<file path="config.mk">
export PLATFORM = sky130hd
export DESIGN_NAME = dm_sba_resp
export DESIGN_NICKNAME = d
export VERILOG_FILES = /design/src/rtl/dm_sba_resp.sv
export SDC_FILE = /design/constraint.sdc
export NUM_CORES = 1
export LEC_CHECK = 0
export CAP_MARGIN = 10
export CELL_PAD_IN_SITES_DETAIL_PLACEMENT = 1
export CELL_PAD_IN_SITES_GLOBAL_PLACEMENT = 1
export CORE_UTILIZATION = 50
export DETAILED_ROUTE_END_ITERATION = 6
export GPL_TIMING_DRIVEN = 0
export PLACE_DENSITY_LB_ADDON = 0.1
export REMOVE_ABC_BUFFERS = 1
export SYNTH_ARGS = -nofsm -noshare
export SYNTH_HDL_FRONTEND = slang
export SYNTH_SLANG_ARGS = --single-unit
</file>
<file path="constraint.sdc">
create_clock -name clk_i -period 2.9 [get_ports clk_i]
set_input_delay 0.58 -clock clk_i [delete_from_list [all_inputs] [get_ports clk_i]]
set_output_delay 0.58 -clock clk_i [all_outputs]
set_load 0.01 [all_outputs]
</file>
<file path="src/rtl/dm_sba_resp.sv">
`default_nettype none
// ============================================================================
//  Module   : dm_sba_resp
//  Purpose  : System-bus-access responder (req/gnt/r_valid protocol) in front
//             of a small word-addressed scratch memory. Grant latency and
//             response latency are set by parameters. A stall input
//             withholds the grant. Accesses outside the region return an
//             error response.
//  Ports    : clk_i, rst_ni      - clock, asynchronous active-low reset
//             stall_i            - withholds gnt while high
//             slave_req_i        - request valid, held until gnt
//             slave_add_i        - byte address
//             slave_we_i         - 1 = write, 0 = read
//             slave_wdata_i      - write data
//             slave_be_i         - byte enables for writes
//             slave_gnt_o        - single-cycle accept strobe
//             slave_r_valid_o    - single-cycle response strobe
//             slave_r_rdata_o    - read data, zero unless a successful read
//             slave_r_err_o      - error flag, qualified by r_valid
//  Revision : 1.0 - initial release
// ============================================================================
module dm_sba_resp #(
   parameter int unsigned BusWidth = 32,
   parameter int unsigned Depth    = 16,
   parameter logic [63:0] BaseAddr = 64'h1000,
   parameter int unsigned GntDelay = 0,
   parameter int unsigned RspDelay = 1
) (
   input  logic                  clk_i,
   input  logic                  rst_ni,
   input  logic                  stall_i,
   input  logic                  slave_req_i,
   input  logic [BusWidth-1:0]   slave_add_i,
   input  logic                  slave_we_i,
   input  logic [BusWidth-1:0]   slave_wdata_i,
   input  logic [BusWidth/8-1:0] slave_be_i,
   output logic                  slave_gnt_o,
   output logic                  slave_r_valid_o,
   output logic [BusWidth-1:0]   slave_r_rdata_o,
   output logic                  slave_r_err_o
);

   localparam int unsigned BeW  = BusWidth / 8;
   localparam int unsigned OffW = $clog2(BeW);
   localparam int unsigned IdxW = $clog2(Depth);
   localparam int unsigned CntW = $clog2(GntDelay + 2);
   localparam int unsigned RspW = $clog2(RspDelay + 1);

   // One extra bit keeps the upper bound from wrapping when the region
   // sits at the very top of the address space.
   localparam logic [BusWidth:0] RegionLo = {1'b0, BaseAddr[BusWidth-1:0]};
   localparam logic [BusWidth:0] RegionHi = RegionLo + (BusWidth+1)'(Depth * BeW);

   typedef enum logic [1:0] {
      Idle = 2'd0,
      Hold = 2'd1,
      Resp = 2'd2
   } state_e;

   state_e              state_q, state_d;
   logic [CntW-1:0]     cnt_q, cnt_d;
   logic [RspW-1:0]     rcnt_q, rcnt_d;
   logic [BusWidth-1:0] mem_q [Depth];
   logic [BusWidth-1:0] rdata_q;
   logic                err_q;

   logic                gnt;
   logic                hit;
   logic                r_valid;
   logic [IdxW-1:0]     idx;

   assign hit = ({1'b0, slave_add_i} >= RegionLo) && ({1'b0, slave_add_i} < RegionHi);
   assign idx = slave_add_i[OffW +: IdxW];

   // --------------------------------------------------------------------
   // Next-state logic. cnt_q counts Hold cycles; the Idle cycle in which
   // req first appeared is the first held cycle, hence the +1 below.
   // --------------------------------------------------------------------
   always_comb begin
      state_d = state_q;
      cnt_d   = cnt_q;
      rcnt_d  = rcnt_q;
      gnt     = 1'b0;
      unique case (state_q)
         Idle: begin
            if (slave_req_i) begin
               if ((GntDelay == 0) && !stall_i) begin
                  gnt     = 1'b1;
                  state_d = Resp;
                  rcnt_d  = RspW'(1);
               end else begin
                  state_d = Hold;
                  cnt_d   = '0;
               end
            end
         end
         Hold: begin
            if (!slave_req_i) begin
               state_d = Idle;
            end else if ((int'(cnt_q) + 1 >= int'(GntDelay)) && !stall_i) begin
               gnt     = 1'b1;
               state_d = Resp;
               rcnt_d  = RspW'(1);
            end else if (int'(cnt_q) < int'(GntDelay)) begin
               cnt_d = cnt_q + CntW'(1);
            end
         end
         Resp: begin
            // Grant is never given here: only one transaction in flight.
            if (rcnt_q == RspW'(RspDelay)) begin
               state_d = Idle;
            end else begin
               rcnt_d = rcnt_q + RspW'(1);
            end
         end
         default: state_d = Idle;
      endcase
   end

   always_ff @(posedge clk_i or negedge rst_ni) begin
      if (!rst_ni) begin
         state_q <= Idle;
         cnt_q   <= '0;
         rcnt_q  <= '0;
      end else begin
         state_q <= state_d;
         cnt_q   <= cnt_d;
         rcnt_q  <= rcnt_d;
      end
   end

   // --------------------------------------------------------------------
   // Response capture at the grant edge. Non-read or missed accesses
   // leave rdata_q at zero so the output needs no further qualification.
   // --------------------------------------------------------------------
   always_ff @(posedge clk_i or negedge rst_ni) begin
      if (!rst_ni) begin
         rdata_q <= '0;
         err_q   <= 1'b0;
      end else if (gnt) begin
         err_q   <= !hit;
         rdata_q <= (hit && !slave_we_i) ? mem_q[idx] : '0;
      end
   end

   // Scratch memory, cleared by reset, byte-granular writes on hit.
   always_ff @(posedge clk_i or negedge rst_ni) begin
      if (!rst_ni) begin
         for (int w = 0; w < int'(Depth); w++) begin
            mem_q[w] <= '0;
         end
      end else if (gnt && hit && slave_we_i) begin
         for (int b = 0; b < int'(BeW); b++) begin
            if (slave_be_i[b]) begin
               mem_q[idx][8*b +: 8] <= slave_wdata_i[8*b +: 8];
            end
         end
      end
   end

   assign r_valid         = (state_q == Resp) && (rcnt_q == RspW'(RspDelay));
   assign slave_gnt_o     = gnt;
   assign slave_r_valid_o = r_valid;
   assign slave_r_rdata_o = r_valid ? rdata_q : '0;
   assign slave_r_err_o   = r_valid & err_q;

endmodule
`default_nettype wire

</file>
==> metrics.md <==
| Metric | Value |
|---|---|
| Internal | approximately 0.013 W |
| Layout area overhead | 20.6% |
| Crit Reg-Reg Endpoint | mem_q[490] |
| Vias per inst | 6.01 |
| R2R depth | 8 |
| Share of the clock period used by the worst path | 101% |
| Clock share of power | ~48% |
| Non-filler cells, final | ~2500 |
| First-pass GRT wire length | 107000 um |
| Hold Worst Slack | 0.490 ns |
| Sw power | 0.00374 W |
| R2r startpoint | state_q[1] |
| Final hold viol count | 0 |
| Synth cell types | 30 |
| Final Skew | about 0.016 ns |
| Worst Setup End Kind | register |
| Slew HR | 45.7% |
| H-tree levels | 2 |
| Synth Instances | 1565 |
| Total leakage power | around 15 nW |
| Crit path time final | 2.93 ns |
| DRT Pass-1 Iters | 7 |
| Vias | 14941 |
| Worst Path Max Fanout | 10 |
| Util after Layout | 61.2% |
| Register area share after synthesis | about half |
| Antenna Violating Nets Remaining | 0 |
| Vias in the first global route | 16805 |
| Die H | 233 um |
| Total CTS buffers | 59 |
| DR DRC count | 44 |
| Chip width | approximately 230 um |
| Global Route Usage Sum | 26.2% |
| Sw Share | roughly 23% |
| Cell area after synthesis | 0.0268 mm^2 |
| Post-Route WL | 68800 um |
| Worst EP arrival | 3.43 ns |
| Reg2Reg Setup Slack | 0.28 ns |
| CTS Buffer Depth | 3 |
| Core area | 0.0528 mm^2 |
| Power Density | 507 mW/mm^2 |
| Clock latency on the worst-skew pair | 0.62 ns |
| # Max-Cap Violations | 0 |
| CP Data Required Time | 3.40 ns |
| Cells after DPL | around 2300 |
| Routed len/inst | 27.7 um |
| Unrepaired setup endpoints after global routing | yes |
| Root buf cell | clkbuf_16 |
| FP Rows | 84 |
| Layout cells sized above 1 | 52.2% |
| Clk slew on worst S/H paths | 0.06 ns |
| Io pins | 108 |
| Maximum VDD drop | 0.000486 V |
| Worst-Margin Slew | 0.812 ns |
| Synth Register Bits | 548 |
| First-iteration detailed-routing DRC count | 889 |
| Port Buffers | roughly 110 |
| HP Class | in -> async |
| Gpl congestion | 0.719 |
| Sequential power share | 46.7% |
| Initial core utilization | approximately half |
| Max Freq | around 340 MHz |
| Slew Limit Fails | 0 |
| Syn Area/Cell | 17.1 um^2 |
| CP startpoint kind | input port |
| Post-DP HPWL | between 40000 and 50000 um |
| Yosys warnings | 0 |
| Layout net count | 1819 |
| Initial antenna violation count | 0 |
| Setup ws final | -0.0288 ns |
| Failing checks | DRC, setup timing |
| TritonCTS clock tree | yes |
| Fin Setup TNS | -0.171 ns |
| Largest net degree at the start of global routing | 127 |
| Critical path type | in -> reg |
| Final setup viols | 8 |
| CP startpoint | slave_we_i |
| Clk sinks | ~550 |
| GR Overflow Total | 0 |
| Comb pwr share | under 10% |
| Outcome | finished, violations left |
| Die area | 0.0545 mm^2 |
-- routing by layer --
| metal | up-vias | track usage, % | routed length, um |
|---|---|---|---|
| li1 | 6308 | - | - |
| met1 | 8290 | 37.3 | 30900 |
| met2 | 263 | 42.4 | 33900 |
| met3 | 80 | 3.19 | 2560 |
| met4 | 0 | 7.13 | 1350 |
| met5 | - | 0 | 0 |
-- cell type report --
type | count | area, um^2
diodes | 2 | 5.00
clock buffers | 89 | 1770
clock inverters | 21 | 258
fillers | 4612 | 20500
inverters | 2 | 8.76
multi-input cells | 909 | 12600
flip-flops and latches | 548 | 13700
well taps | 688 | 861
repair buffers | 226 | 3060
-- worst max-delay path, cell delays in order --
cell and delay, ns:
clkdlybuf4s50_1 0.84, nand2_1 0.58, buf_16 0.35, nor4_4 0.64, mux2_2 0.42
-- cell usage after synthesis --
master	instances	share of area (%)
nand3_1	5	0.093
o22a_1	1	0.033
nor3_1	1	0.019
a22o_1	32	1.0
nor4_2	2	0.093
nand4_1	1	0.023
and3b_1	1	0.033
mux2_4	320	18
or3b_1	1	0.033
buf_2	16	0.30
nor4b_1	1	0.033
nor4_1	3	0.070
buf_1	16	0.22
buf_12	4	0.30
clkbuf_1	69	0.97
o21ai_0	1	0.019
mux2_2	192	8.1
nor4_4	64	5.1
clkinv_2	1	0.019
buf_6	1	0.042
nor2b_1	4	0.093
nand4_4	1	0.079
a22oi_1	64	1.8
dfrtp_1	548	51
and2_1	34	0.79
nand2b_1	1	0.023
nor2_1	4	0.056
mux4_2	128	11
inv_1	1	0.014
nand2_1	48	0.67
-- cell usage in the layout, fill, tap and decap left out, types with 9 or more instances in the layout --
master           synthesis  final
mux4_2                 128    128
buf_8                    0      9
dfrtp_1                548    548
nand2_1                 48     48
buf_4                    0     36
a22oi_1                 64     64
mux2_4                 320    320
clkbuf_16                0     62
nor4_4                  64     64
and2_1                  34     33
clkinv_2                 1     15
clkbuf_8                 0     14
clkdlybuf4s50_1          0     74
dlygate4sd2_1            0     23
a22o_1                  32     32
buf_16                   0     16
mux2_2                 192    192
buf_12                   4     56
clkbuf_1                69     14
-- power by group through the flow --
| stage | combinational (W) | sequential, W | clock [W] |
|---|---|---|---|
| global placement | 0.000749 | 0.00781 | 0 |
| finish | 0.000823 | 0.00765 | 0.00791 |
| CTS | 0.000816 | 0.00765 | 0.00803 |
| floorplan | 0.000176 | 0.00779 | 0 |
| detailed placement | 0.000802 | 0.00779 | 0 |
| global route | 0.000885 | 0.00764 | 0.00837 |
-- sequential cells by signal, summed over array words and instances (netlist names) --
name	cells
rcnt_q	1
mem_q	512
state_q	2
rdata_q	32
err_q	1
-- per-stage QoR --
step | setup WS, ns | power, W | cell area, um^2
floorplan | -6.60 | 0.00797 | 26300
global placement | -22.52 | 0.00856 | 28200
detailed placement | -1.93 | 0.00859 | 28900
CTS | -0.00711 | 0.0165 | 32000
global route | -0.0664 | 0.0169 | 32300
finish | -0.0288 | 0.0164 | 32300
-- kinds of logic (layout without fill, tap and decap cells) --
group	Yosys count	in the layout	synth area share [%]
and+or+nand+nor	171	171	7.20
DFF	548	548	51.2
other	0	2	0
buffers and inverters	108	338	1.87
AOI/OAI and AO/OA	98	98	2.89
muxes	640	640	36.8
-- worst max path at each step --
| stage | endpoint | cells after the start |
|---|---|---|
| after detailed placement | mem_q[165] | 8 |
| after global placement | mem_q[385] | 1 |
| after global routing | mem_q[499] | 5 |
| after CTS | mem_q[284] | 6 |
| final | mem_q[502] | 5 |
| after floorplan | rdata_q[30] | 4 |
-- repair_timing --
action | in CTS | in global routing
endpoints found under the hold margin | 54 | 0
pin swaps | 56 | 14
hold buffers | 1 | 0
setup endpoints to repair | 579 | 145
cloned | 0 | 1
resized for setup | 27 | 9
buffers inserted | 68 | 19
Note: power is estimated with default switching activity, not from simulation.
